$ cat src/rtl/safety_interlock_pkg.sv
// Shared constants for the laser safety interlock: FSM encodings, fault_code
// bit positions and default timing parameters.
package safety_pkg;

  typedef enum logic [2:0] {
    ST_DISARMED = 3'd0,
    ST_ARMED    = 3'd1,
    ST_FAULT    = 3'd2,
    ST_CLEARING = 3'd3,
    ST_COOLDOWN = 3'd4
  } state_e;

  localparam int unsigned FC_LOWER = 0;
  localparam int unsigned FC_UPPER = 1;
  localparam int unsigned FC_RATE  = 2;

  localparam int unsigned DEF_CLEAR_HOLD    = 16;
  localparam int unsigned DEF_CLEAR_TIMEOUT = 1024;
  localparam int unsigned DEF_COOLDOWN      = 4096;
  localparam int unsigned DEF_CNT_W         = 8;

  function automatic int unsigned max_u(input int unsigned a, input int unsigned b);
    return (a > b) ? a : b;
  endfunction

endpackage

$ cat src/rtl/sync_2ff.sv
// Single-bit two-flop synchroniser bringing a checker fail flag into clk.
module sync_2ff (
  input  logic clk,
  input  logic rstn,
  input  logic d,
  output logic q
);

  logic meta;

  always_ff @(posedge clk or negedge rstn) begin
    if (!rstn) begin
      meta <= 1'b0;
      q    <= 1'b0;
    end else begin
      meta <= d;
      q    <= meta;
    end
  end

endmodule

$ cat src/rtl/safety_interlock.sv
// Final laser-enable gate: latches the first checker fault, drives the clear
// handshake back to the checker and enforces a cooldown before re-arming.
module safety_interlock
  import safety_pkg::*;
#(
  parameter int unsigned CLEAR_HOLD    = DEF_CLEAR_HOLD,
  parameter int unsigned CLEAR_TIMEOUT = DEF_CLEAR_TIMEOUT,
  parameter int unsigned COOLDOWN      = DEF_COOLDOWN,
  parameter int unsigned CNT_W         = DEF_CNT_W
) (
  input  logic             clk,
  input  logic             rstn,
  input  logic             arm_req,
  input  logic             clear_req,
  input  logic             laser_ready,
  input  logic             pulse_lower_fail,
  input  logic             pulse_upper_fail,
  input  logic             rate_fail,
  output logic             laser_enable,
  output logic             clear_fail,
  output logic             fault_latched,
  output logic [2:0]       fault_code,
  output logic             stuck_fault,
  output logic [CNT_W-1:0] fault_count,
  output logic [2:0]       state_out
);

  localparam int unsigned TW = $clog2(max_u(CLEAR_TIMEOUT, COOLDOWN));
  localparam logic [TW-1:0] HOLD_T = TW'(CLEAR_HOLD);
  localparam logic [TW-1:0] TOUT_T = TW'(CLEAR_TIMEOUT - 1);
  localparam logic [TW-1:0] CD_T   = TW'(COOLDOWN - 1);

  logic [2:0]    fail_sync;
  logic          fail_any;
  state_e        state, state_d;
  logic [TW-1:0] timer, timer_d;
  logic          fault_entry, stuck_set, clear_ok;
  logic          laser_enable_d, clear_fail_d;

  sync_2ff u_sync_lower (.clk(clk), .rstn(rstn), .d(pulse_lower_fail), .q(fail_sync[FC_LOWER]));
  sync_2ff u_sync_upper (.clk(clk), .rstn(rstn), .d(pulse_upper_fail), .q(fail_sync[FC_UPPER]));
  sync_2ff u_sync_rate  (.clk(clk), .rstn(rstn), .d(rate_fail),        .q(fail_sync[FC_RATE]));

  assign fail_any  = |fail_sync;
  assign state_out = state;

  always_ff @(posedge clk or negedge rstn) begin
    if (!rstn) begin
      state <= ST_DISARMED;
      timer <= '0;
    end else begin
      state <= state_d;
      timer <= timer_d;
    end
  end

  always_comb begin
    state_d = state;
    timer_d = timer;
    unique case (state)
      ST_DISARMED: begin
        if (fail_any)                    state_d = ST_FAULT;
        else if (arm_req && laser_ready) state_d = ST_ARMED;
      end
      ST_ARMED: begin
        if (fail_any)      state_d = ST_FAULT;
        else if (!arm_req) state_d = ST_DISARMED;
      end
      ST_FAULT: begin
        if (clear_req) begin
          state_d = ST_CLEARING;
          timer_d = '0;
        end
      end
      ST_CLEARING: begin
        if ((timer >= HOLD_T) && !fail_any) begin
          state_d = ST_COOLDOWN;
          timer_d = '0;
        end else if (timer == TOUT_T) begin
          state_d = ST_FAULT;
        end else begin
          timer_d = timer + TW'(1);
        end
      end
      ST_COOLDOWN: begin
        if (fail_any)           state_d = ST_FAULT;
        else if (timer == CD_T) state_d = ST_DISARMED;
        else                    timer_d = timer + TW'(1);
      end
      default: state_d = ST_DISARMED;
    endcase
  end

  // Outputs are registered from next-state values so enable drops on the same
  // edge the FSM enters FAULT, and clear_fail reaches the checker glitch-free.
  always_comb begin
    fault_entry    = (state_d == ST_FAULT) && (state != ST_FAULT) && (state != ST_CLEARING);
    stuck_set      = (state == ST_CLEARING) && (state_d == ST_FAULT);
    clear_ok       = (state == ST_CLEARING) && (state_d == ST_COOLDOWN);
    laser_enable_d = (state_d == ST_ARMED) && laser_ready;
    clear_fail_d   = (state_d == ST_CLEARING) && (timer_d < HOLD_T);
  end

  always_ff @(posedge clk or negedge rstn) begin
    if (!rstn) begin
      laser_enable  <= 1'b0;
      clear_fail    <= 1'b0;
      fault_latched <= 1'b0;
      fault_code    <= '0;
      stuck_fault   <= 1'b0;
      fault_count   <= '0;
    end else begin
      laser_enable <= laser_enable_d;
      clear_fail   <= clear_fail_d;
      if (fault_entry) begin
        fault_latched <= 1'b1;
        fault_code    <= fail_sync;
        if (fault_count != '1) fault_count <= fault_count + CNT_W'(1);
      end else if (clear_ok) begin
        fault_latched <= 1'b0;
        fault_code    <= '0;
        stuck_fault   <= 1'b0;
      end else if (stuck_set) begin
        stuck_fault <= 1'b1;
      end
    end
  end

endmodule

$ cat config.mk
export PLATFORM = sky130hd
export DESIGN_NAME = safety_interlock
export DESIGN_NICKNAME = d
export VERILOG_FILES = /design/src/rtl/safety_interlock_pkg.sv /design/src/rtl/sync_2ff.sv /design/src/rtl/safety_interlock.sv
export SDC_FILE = /design/constraint.sdc
export NUM_CORES = 1
export LEC_CHECK = 0
export ABC_AREA = 0
export BUFFER_PORTS_ARGS = -buffer_cell sky130_fd_sc_hd__buf_2
export CAP_MARGIN = 30
export CORE_UTILIZATION = 54
export DETAILED_ROUTE_END_ITERATION = 16
export PLACE_DENSITY_LB_ADDON = 0.1
export SYNTH_ARGS = -nofsm -noshare
export SYNTH_HDL_FRONTEND = slang
export SYNTH_SLANG_ARGS = --single-unit
export TNS_END_PERCENT = 20
$ cat constraint.sdc
create_clock -name clk -period 3.3 [get_ports clk]
set_input_delay 0.165 -clock clk [delete_from_list [all_inputs] [get_ports clk]]
set_output_delay 0.165 -clock clk [all_outputs]
set_load 0.05 [all_outputs]
==> results of run 1 <==
[report_power, final]
part / leakage, nW / switching [mW] / internal (mW)
clock: 0.0541 / 0.166 / 0.223
sequential: 0.456 / 0.0905 / 0.523
combinational: 0.544 / 0.380 / 0.193
[cells by family (layout without fill, tap and decap cells)]
logic type,count (synthesis),in the layout,share of synthesized area
AND/OR/NAND/NOR,81,81,0.241
AO/OA/AOI/OAI,49,49,0.186
flip-flops,36,36,0.436
buffers and inverters,19,45,0.0702
XOR/XNOR,8,8,0.0339
adder cells (fa/ha/maj),3,3,0.0182
multiplexers,3,3,0.0157
[cell usage after synthesis (4+ instances only)]
library cell	count
sky130_fd_sc_hd__dfrtp_1	36
sky130_fd_sc_hd__nand3_1	13
sky130_fd_sc_hd__xnor2_1	4
sky130_fd_sc_hd__o21ai_0	9
sky130_fd_sc_hd__xor2_1	4
sky130_fd_sc_hd__o31ai_1	4
sky130_fd_sc_hd__buf_6	4
sky130_fd_sc_hd__nand2_1	23
sky130_fd_sc_hd__nand4_1	7
sky130_fd_sc_hd__a21oi_1	5
sky130_fd_sc_hd__nor2_1	6
sky130_fd_sc_hd__inv_1	8
[final timing paths]
kind,startpoint,to,slack (ns),depth (start not counted)
setup / recovery,timer[0]$_DFFE_PN0P_,clear_fail$_DFF_PN0_,0.76,7
hold / removal,laser_ready,laser_enable$_DFF_PN0_,0.14,2
setup reg to reg,timer[0]$_DFFE_PN0P_,clear_fail$_DFF_PN0_,0.76,7
hold reg to reg,u_sync_lower.meta$_DFF_PN0_,u_sync_lower.q$_DFF_PN0_,0.35,0
max in group asynchronous,rstn,timer[2]$_DFFE_PN0P_,2.32,2
min in group asynchronous,rstn,timer[6]$_DFF_PN0_,0.47,2
[sequential cells by signal (all words and copies together), names as in the netlist]
name	cells
laser_enable	1
u_sync_rate.meta	1
timer	12
fault_code	3
u_sync_lower.q	1
u_sync_upper.q	1
clear_fail	1
u_sync_upper.meta	1
fault_count	8
u_sync_lower.meta	1
stuck_fault	1
u_sync_rate.q	1
fault_latched	1
state_out	3
[placed cells by master, fill, tap and decap left out, drive strengths merged, types with 2 or more instances in the layout]
cell type    instances
nand3b               2
dlygate4sd3          4
nor3                 4
clkbuf               5
or2                  2
a22o                 3
a21o                 5
nor2                 6
mux2                 2
a32oi                2
o31ai                4
o21ai               11
or4                  3
a211oi               4
a211o                2
inv                  8
nor4                 2
ha                   3
dfrtp               36
o21a                 2
or3                  2
and4                 3
nand2               24
a221o                2
buf                 25
nand4                8
and3                 2
nand3               13
nor3b                2
a31oi                3
a21oi                5
xnor2                4
xor2                 4
or3b                 2
[worst register-to-register path, delay by kind of cell (launching register included)]
kind	cells	cell delay, ns
adder cells (fa/ha/maj)	1	0.26
AND/OR/NAND/NOR	5	1.55
AO/OA/AOI/OAI	1	0.23
flip-flops	1	0.43
[repair_timing]
| action | in CTS | in global routing |
|---|---|---|
| endpoints found under the setup margin | 0 | 0 |
| hold buffers | 4 | 0 |
| hold endpoints to repair | 39 | 0 |
| resized for setup | 0 | 0 |
[layout make-up]
type,instances,area share
repair buffers,29,0.0721
clock inverters,3,0.0186
flip-flops and latches,36,0.393
clock buffers,5,0.0301
multi-input cells,144,0.446
inverters,8,0.0131
well taps,48,0.0262
[per-layer routing]
metal / vias to the layer above / GRT usage
met4: 0 / 0.148
met3: 10 / 0.0411
met5: - / 0
met2: 85 / 0.410
li1: 787 / -
met1: 788 / 0.313
==> impl_metrics.json, run 1 <==
{
  "met2_wirelength_um": 2130,
  "gp_routability_congestion": 1.02,
  "clk_pin_slew_worst_paths_ns": 0.08,
  "outcome": "completed",
  "worst_slew_margin_rel": 0.489,
  "routed_wl_um": 4430,
  "worst_clock_skew_on_the_final_layout_ns": 0.0109,
  "layout-drive-gt1-share": 0.262,
  "drc": 0,
  "syn_area_per_cell_um2": 10.4,
  "post-synth-top-area-cell": "sky130_fd_sc_hd__dfrtp_1",
  "path_cells": "ha_1, and4_4, nand4_4, and3_2, o221a_2, or4b_1, nor4_2",
  "finalSetupViolCount": 0,
  "chipWidth_um": 63.9,
  "rsz0062_at_grt": "false",
  "worst_hold_path_type": "in2reg",
  "antenna_left": 0,
  "fin_total_pwr_mw": 1.58,
  "design.die.area_um2": 4080,
  "synth_cell_type_count": 65,
  "crit_fanout": 11,
  "vias": 1670,
  "startpoint_type": "flip-flop",
  "syn-num-nets": 210,
  "synth.yosys.seq_area_share": 0.436,
  "slew_violations": 0,
  "dp_slack_ns": 0.787,
  "arrival_ns": 2.75,
  "die_height_um": 63.9,
  "stdcell_count": 273,
  "area_growth_pct": 10.7,
  "fin_crit_ns": 2.54,
  "post_synth_main_area_contributors": "sky130_fd_sc_hd__dfrtp_1 44%, sky130_fd_sc_hd__nand2_1 4.2%, sky130_fd_sc_hd__nand3_1 3.1%, sky130_fd_sc_hd__o21ai_0 2.2%, sky130_fd_sc_hd__buf_6 2.2%",
  "cts.repair_timing.setup_buffer_count": 0,
  "grt_first_pass_wirelength_um": 7670,
  "worst_skew_pair.late_latency_ns": 0.30,
  "starting_drt_drc_count": 117,
  "ys_async_sr_fraction": 1.00,
  "initial_core_utilization": 0.565,
  "tightestPinTransition_ns": 0.767,
  "top_layer": "met4",
  "largest_net_degree_at_the_start_of_global_routing": 37,
  "fin_nets": 235,
  "utilization": 0.625,
  "cts.path.max_buffers": 2,
  "netlist_instances": 199,
  "synthesis.area_um2": 2070,
  "yosys_register_bits": 36,
  "cellPowerDensity_nw_per_um2": 688,
  "vdd.ir_drop.worst_mv": 0.485,
  "postSynth.topFlopCell": "sky130_fd_sc_hd__dfrtp_1",
  "fin_hold_ws_ns": 0.141,
  "ys_warn_count": 0,
  "power_leakage_nw": 1.05,
  "setup_tns_final_ns": 0,
  "io-pin-count": 26,
  "endpoint_kind": "flip-flop",
  "timing_worst_setup_path_type": "reg2reg",
  "maxCapViolCount": 0,
  "placement_rows": 22,
  "global_route_usage_over_all_layers": 0.251,
  "placedInstanceArea_um2": 2140,
  "critPathTopFamily": "simple AND/OR/NAND/NOR gates",
  "worst_slack_ns": 0.763,
  "max_clock_freq_mhz": 394,
  "clock_tree_from_tritoncts": "yes",
  "dp_hpwl_um": 3200,
  "dp_cells": 261,
  "layout.area.seq_um2": 901,
  "io_buffer_count": 25,
  "grt_overflow": 0,
  "h-tree-depth": 2,
  "highest_cell_delay_on_the_worst_timing_path_ns": 0.53,
  "report.final.hold_viol_count": 0,
  "multi_input_gate_area_um2": 1020,
  "slowest_stage": "sky130_fd_sc_hd__or4b_1",
  "edff_count_synth": 0,
  "crit_required_ns": 3.51,
  "vias_per_cell": 6.12,
  "layout.filler_cells": 309,
  "tritoncts.num_buffers": 5,
  "layout_worst_path_cycle_share": 0.769,
  "diodes": 0,
  "layout.cell_area.non_filler_um2": 2290,
  "m1WireLength_um": 1870,
  "first_global_vias": 1651,
  "clock_sinks": 36,
  "dr.pass1.iters": 4,
  "wl_met3_um": 319,
  "clockRootBuffer": "sky130_fd_sc_hd__clkbuf_8",
  "avgRoutedWirePerCell_um": 16.2,
  "worst-path-buf-inv": 0,
  "synth_top_cell_area_share": 0.436,
  "grt_antenna_before_repair": 0,
  "placeableCoreArea_um2": 3660
}
Note: power is estimated with default switching activity, not from simulation.
==> inputs of run 2 (changes only) <==
- clock period: 3.3 -> 2.5 ns (I/O delays scaled with it)
==> run 2 against run 1 <==
  * Wire length increased by 5.8%
  * Critical path type unchanged
  * Critical endpoint unchanged
  * Highest routed layer unchanged
  * Cell area is 5.7% higher
  * Global-route usage shrank 0.60 points
  * Die area unchanged
  * Largest power group is now combinational logic
  * Critical path depth decreased by 1
==> impl_metrics.json, run 2 (synthesis results as in run 1) <==
{
  "io_buffer_count": 25,
  "routed_wl_um": 4680,
  "worst_hold_path_type": "in2reg",
  "r2r.worst_path.cells": 6,
  "gp_routability_congestion": 1.03,
  "maxCapViolCount": 0,
  "cts.path.max_buffers": 2,
  "report.final.hold_viol_count": 0,
  "starting_drt_drc_count": 167,
  "vdd.ir_drop.worst_mv": 0.698,
  "cp-startpoint": "timer[6]$_DFF_PN0_",
  "fin_crit_ns": 2.40,
  "finalSetupViolCount": 0,
  "fin_total_pwr_mw": 2.14,
  "fin_nets": 251,
  "chipWidth_um": 63.9,
  "clockRootBuffer": "sky130_fd_sc_hd__clkbuf_8",
  "path_cells": "or4_4, o21ai_4, a32oi_2, a211oi_2, or4b_1, nor4_2",
  "clock_sinks": 36,
  "highest_cell_delay_on_the_worst_timing_path_ns": 0.57,
  "layout.filler_cells": 295,
  "design.die.area_um2": 4080,
  "r2r-end": "clear_fail$_DFF_PN0_",
  "clk_pin_slew_worst_paths_ns": 0.08,
  "layout.cells.most_common": "sky130_fd_sc_hd__dfrtp_1",
  "h-tree-depth": 2,
  "drc": 0,
  "diodes": 0,
  "startpoint_type": "flip-flop",
  "most-common-layout-cells": "33 x sky130_fd_sc_hd__dfrtp_1, 25 x sky130_fd_sc_hd__buf_2, 23 x sky130_fd_sc_hd__nand2_1, 16 x sky130_fd_sc_hd__buf_4, 13 x sky130_fd_sc_hd__nand3_1",
  "worst_slew_margin_rel": 0.468,
  "layout.area.seq_um2": 905,
  "crit_fanout": 9,
  "slowest_stage": "sky130_fd_sc_hd__or4_4",
  "io-pin-count": 26,
  "arrival_ns": 2.61,
  "clock_tree_from_tritoncts": "yes",
  "initial_core_utilization": 0.565,
  "outcome": "completed",
  "die_height_um": 63.9,
  "global_route_usage_over_all_layers": 0.245,
  "avgRoutedWirePerCell_um": 16.2,
  "first_global_vias": 1637,
  "placeableCoreArea_um2": 3660,
  "worst_slack_ns": 0.0979,
  "cp-endpoint": "clear_fail$_DFF_PN0_",
  "slew_violations": 0,
  "dp_cells": 273,
  "largest_reg_flops": 12,
  "tightestPinTransition_ns": 0.798,
  "cellPowerDensity_nw_per_um2": 883,
  "vias": 1771,
  "critical_path.reg2reg.startpoint": "timer[6]$_DFF_PN0_",
  "worst_clock_skew_on_the_final_layout_ns": 0.0108,
  "timing_worst_setup_path_type": "reg2reg",
  "dr.pass1.iters": 4,
  "largest_net_degree_at_the_start_of_global_routing": 37,
  "worst_skew_pair.late_latency_ns": 0.30,
  "crit_required_ns": 2.71,
  "max_clock_freq_mhz": 416,
  "placement_rows": 22,
  "setup_tns_final_ns": 0,
  "antenna_left": 0,
  "layout-drive-gt1-share": 0.332,
  "reg.largest.list": "timer (12), fault_count (8)",
  "utilization": 0.661,
  "tritoncts.num_buffers": 5,
  "dp_slack_ns": 0.0326,
  "grt_overflow": 0,
  "timing.reg2reg.setup_slack_ns": 0.1,
  "stdcell_count": 289,
  "power_leakage_nw": 1.13,
  "max_flop_register": "timer",
  "grt_first_pass_wirelength_um": 7560,
  "vias_per_cell": 6.13,
  "layout_worst_path_cycle_share": 0.961,
  "grt_antenna_before_repair": 0,
  "multi_input_gate_area_um2": 1030,
  "area_growth_pct": 17.1,
  "dp_hpwl_um": 3310,
  "endpoint_kind": "flip-flop"
}
## run 2: cell count changes in the layout (fill, tap and decap cells not counted)
cell,delta
sky130_fd_sc_hd__and4_2,+1
sky130_fd_sc_hd__dfrtp_1,-3
sky130_fd_sc_hd__and4_1,-1
sky130_fd_sc_hd__nor4_1,-1
sky130_fd_sc_hd__dfrtp_2,+3
sky130_fd_sc_hd__o21ai_1,+1
sky130_fd_sc_hd__o21ai_0,-1
sky130_fd_sc_hd__nor4_2,+1
sky130_fd_sc_hd__buf_4,+16
## run 2: power by group
group | internal [mW] | switching [mW]
Clock | 0.295 | 0.226
Sequential | 0.692 | 0.0961
Combinational | 0.290 | 0.538
Total | 1.28 | 0.861
## run 2: worst min path at each step
stage	from	to	slack, ns	cells past startpoint
2_1_floorplan	rstn	clear_fail$_DFF_PN0_	-0.17	0
3_3_place_gp	rate_fail	u_sync_rate.meta$_DFF_PN0_	0.23	1
3_5_place_dp	pulse_lower_fail	u_sync_lower.meta$_DFF_PN0_	0.23	1
4_1_cts	laser_ready	laser_enable$_DFF_PN0_	0.08	2
5_1_grt	laser_ready	laser_enable$_DFF_PN0_	0.09	2
6_report	laser_ready	laser_enable$_DFF_PN0_	0.08	2
## run 2: per-layer routing
layer | wire length, um | global-route usage | vias to the layer above
li1 | - | - | 820
met1 | 2020 | 0.326 | 859
met2 | 2210 | 0.382 | 80
met3 | 367 | 0.0464 | 12
met4 | 85 | 0.122 | 0
met5 | 0 | 0 | -
## run 2: metrics by stage
| step | hold slack (ns) | area (um2) |
|---|---|---|
| final | 0.0850 | 2420 |
| after global routing | 0.0923 | 2420 |
| after CTS | 0.0840 | 2390 |
| after detailed placement | 0.234 | 2230 |
| after global placement | 0.234 | 2230 |
| after floorplan | -0.171 | 2070 |
## run 2: worst max-delay path: cells and delay by family, from the launching register on
| kind | cells | cell delay, ns |
|---|---|---|
| and+or+nand+nor | 3 | 1.26 |
| DFF | 1 | 0.47 |
| AOI/OAI and AO/OA | 3 | 0.58 |
## run 2: final cells by class
type	count	area share
clock inverter	3	0.0176
sequential	36	0.374
multi-input combinational	144	0.425
tap	48	0.0248
clock buffer	5	0.0284
inverter	8	0.0124
timing repair buffer	45	0.118
## run 2: repair_timing
action / in CTS / in global routing
pin swaps: 0 / 2
setup endpoints to repair: 1 / 1
hold endpoints to repair: 39 / 0
buffers inserted: 0 / 4
gates resized for setup: 1 / 3
hold buffers: 4 / 0
==> inputs of run 3 (changes only) <==
- SYNTH_HIERARCHICAL: default -> 1
==> run 3 against run 2 <==
  * Clock-buffer cell count up 2
  * Die area shrank 4.7%
  * Critical endpoint unchanged
  * Critical path depth up 2
  * Largest cell class unchanged
  * Critical path type unchanged
  * Flip-flop and latch count unchanged
  * Sequential share of layout area increased by 0.33 points
  * Wire length increased by 4.7%
==> impl_metrics.json, run 3 <==
{
  "design.die.area_um2": 3890,
  "rsz0062_at_grt": "false",
  "diodes": 0,
  "area_growth_pct": 22.0,
  "drc": 0,
  "ys_async_sr_fraction": 1.00,
  "netlist_instances": 207,
  "vias_per_cell": 6.07,
  "io_buffer_count": 25,
  "ys_warn_count": 6,
  "startpoint_type": "flip-flop",
  "dp_slack_ns": 0.0132,
  "worst_slack_ns": 0.0863,
  "global_route_usage_over_all_layers": 0.268,
  "slowest_stage": "sky130_fd_sc_hd__or4_4",
  "die_height_um": 62.4,
  "finalSetupViolCount": 0,
  "placement_rows": 21,
  "dr.pass1.iters": 5,
  "starting_drt_drc_count": 184,
  "cellPowerDensity_nw_per_um2": 944,
  "synth.yosys.seq_area_share": 0.458,
  "grt_overflow": 0,
  "critPathTopFamily": "compound AO/OA/AOI/OAI gates",
  "r2r-end": "clear_fail$_DFF_PN0_",
  "critical_path.reg2reg.startpoint": "timer[5]$_DFF_PN0_",
  "highest_cell_delay_on_the_worst_timing_path_ns": 0.57,
  "layout-drive-gt1-share": 0.292,
  "grt_first_pass_wirelength_um": 8070,
  "placeableCoreArea_um2": 3420,
  "chipWidth_um": 62.4,
  "synthesis.area_um2": 1970,
  "cts.path.max_buffers": 2,
  "synth_cell_type_count": 53,
  "vdd.ir_drop.worst_mv": 0.529,
  "synth.cells.most_frequent": "36 x sky130_fd_sc_hd__dfrtp_1, 21 x sky130_fd_sc_hd__o21ai_0, 20 x sky130_fd_sc_hd__nand2_1, 18 x sky130_fd_sc_hd__nor2_1",
  "timing.reg2reg.setup_slack_ns": 0.09,
  "timing.critical_path.mode_cell": "sky130_fd_sc_hd__a21oi_1",
  "fin_nets": 270,
  "synth_top_cell_area_share": 0.458,
  "whs_path_depth": 2,
  "max_clock_freq_mhz": 414,
  "routed_wl_um": 4900,
  "placedInstanceArea_um2": 2220,
  "clock_tree_from_tritoncts": "yes",
  "crit_fanout": 6,
  "slew_violations": 0,
  "crit_required_ns": 2.72,
  "largest_net_degree_at_the_start_of_global_routing": 37,
  "grt_antenna_before_repair": 0,
  "arrival_ns": 2.64,
  "outcome": "completed",
  "clockRootBuffer": "sky130_fd_sc_hd__clkbuf_4",
  "startpoint_of_the_lowest_slack_hold_path": "arm_req",
  "worst_skew_pair.late_latency_ns": 0.35,
  "worst_slew_margin_rel": 0.475,
  "post_synth_main_area_contributors": "sky130_fd_sc_hd__dfrtp_1 46%, sky130_fd_sc_hd__o21ai_0 5.3%, sky130_fd_sc_hd__nand2_1 3.8%, sky130_fd_sc_hd__nor2_1 3.4%, sky130_fd_sc_hd__a21oi_1 3.1%",
  "h-tree-depth": 2,
  "layout.cell_area.non_filler_um2": 2400,
  "layout.cells.most_common": "sky130_fd_sc_hd__dfrtp_1",
  "edff_count_synth": 0,
  "gp_routability_congestion": 0.981,
  "antenna_left": 0,
  "layout_worst_path_cycle_share": 0.965,
  "utilization": 0.703,
  "worst_hold_path_type": "in2reg",
  "fin_crit_ns": 2.41,
  "clk_pin_slew_worst_paths_ns": 0.11,
  "worst-path-buf-inv": 1,
  "dp_hpwl_um": 3530,
  "fin_hold_ws_ns": 0.0503,
  "post-synth-top-area-cell": "sky130_fd_sc_hd__dfrtp_1",
  "syn_area_per_cell_um2": 9.50,
  "stdcell_count": 306,
  "power_leakage_nw": 1.06,
  "multi_input_gate_area_um2": 1020,
  "maxCapViolCount": 0,
  "synth_most_common_cell": "sky130_fd_sc_hd__dfrtp_1",
  "clock_sinks": 36,
  "most-common-layout-cells": "33 x sky130_fd_sc_hd__dfrtp_1, 25 x sky130_fd_sc_hd__buf_2, 22 x sky130_fd_sc_hd__buf_4, 20 x sky130_fd_sc_hd__nand2_1, 20 x sky130_fd_sc_hd__o21ai_0",
  "hold_path_endpoint": "laser_enable$_DFF_PN0_",
  "postSynth.topFlopCell": "sky130_fd_sc_hd__dfrtp_1",
  "r2r.worst_path.cells": 8,
  "tritoncts.num_buffers": 5,
  "tightestPinTransition_ns": 0.788,
  "report.final.hold_viol_count": 0,
  "largest_reg_flops": 12,
  "max_flop_register": "timer",
  "first_global_vias": 1709,
  "path_cells": "or4_4, o21ai_4, nand2_4, buf_4, o21ai_1, a21oi_1, a21oi_1, nor4_2",
  "layout.area.seq_um2": 905,
  "fin_total_pwr_mw": 2.27,
  "worst_clock_skew_on_the_final_layout_ns": 0.0140,
  "vias": 1858,
  "timing_worst_setup_path_type": "reg2reg",
  "setup_tns_final_ns": 0,
  "syn-num-nets": 218,
  "reg.largest.list": "timer (12), fault_count (8)",
  "layout.filler_cells": 276,
  "dp_cells": 286,
  "yosys_register_bits": 36,
  "avgRoutedWirePerCell_um": 16.0,
  "io-pin-count": 26,
  "initial_core_utilization": 0.576,
  "endpoint_kind": "flip-flop"
}
==> run 3: kinds of logic (layout without fill, tap and decap cells) <==
kind of cell,Yosys count,after routing,synth area share
AND/OR/NAND/NOR,87,87,0.253
AO/OA/AOI/OAI,58,58,0.191
flip-flops,36,36,0.458
buffers and inverters,13,66,0.0324
XOR/XNOR,8,8,0.0356
adder cells (fa/ha/maj),3,3,0.0191
multiplexers,2,2,0.0108
==> run 3: layer usage <==
metal  share of wire  GRT usage  vias up
met2            0.49      0.434       90
met4           0.031      0.128        0
met1            0.41      0.344      888
met5               0          0        -
li1                -          -      863
met3           0.074     0.0533       17
==> run 3: how the worst max path moves through the flow <==
stage,from,end,slack [ns],cells past startpoint
6_report,timer[5]$_DFF_PN0_,clear_fail$_DFF_PN0_,0.09,8
3_3_place_gp,timer[5]$_DFF_PN0_,clear_fail$_DFF_PN0_,0.15,7
4_1_cts,timer[0]$_DFFE_PN0P_,clear_fail$_DFF_PN0_,0.01,10
5_1_grt,timer[0]$_DFFE_PN0P_,clear_fail$_DFF_PN0_,0.03,9
3_5_place_dp,timer[0]$_DFFE_PN0P_,clear_fail$_DFF_PN0_,0.01,8
2_1_floorplan,state_out[2]$_DFF_PN0_,clear_fail$_DFF_PN0_,0.004,8
==> run 3: power breakdown <==
group	switching (mW)	internal [mW]	total, mW	leakage (nW)
clock network	0.192	0.138	0.329	0.0315
registers	0.117	0.706	0.823	0.450
logic	0.733	0.381	1.11	0.581
==> run 3: final cells by class <==
type,instances,share of cell area
inverters,7,0.0109
repair buffers,51,0.138
well taps,46,0.0240
clock inverters,1,0.00313
clock buffers,7,0.0229
multi-input cells,158,0.424
flip-flops and latches,36,0.377
==> run 3: worst reg2reg max path: stages, from the launching register on <==
cell and delay, ns:
sky130_fd_sc_hd__dfrtp_2 0.46, sky130_fd_sc_hd__or4_4 0.57, sky130_fd_sc_hd__o21ai_4 0.23, sky130_fd_sc_hd__nand2_4 0.10, sky130_fd_sc_hd__buf_4 0.16, sky130_fd_sc_hd__o21ai_1 0.34, sky130_fd_sc_hd__a21oi_1 0.11, sky130_fd_sc_hd__a21oi_1 0.22
sky130_fd_sc_hd__nor4_2 0.09
==> run 3: timing repair <==
item	in CTS	in global routing
pin swaps	1	4
hold buffers	4	0
hold endpoints to repair	39	0
buffers inserted	5	3
setup endpoints to repair	1	1
gates resized for setup	0	7
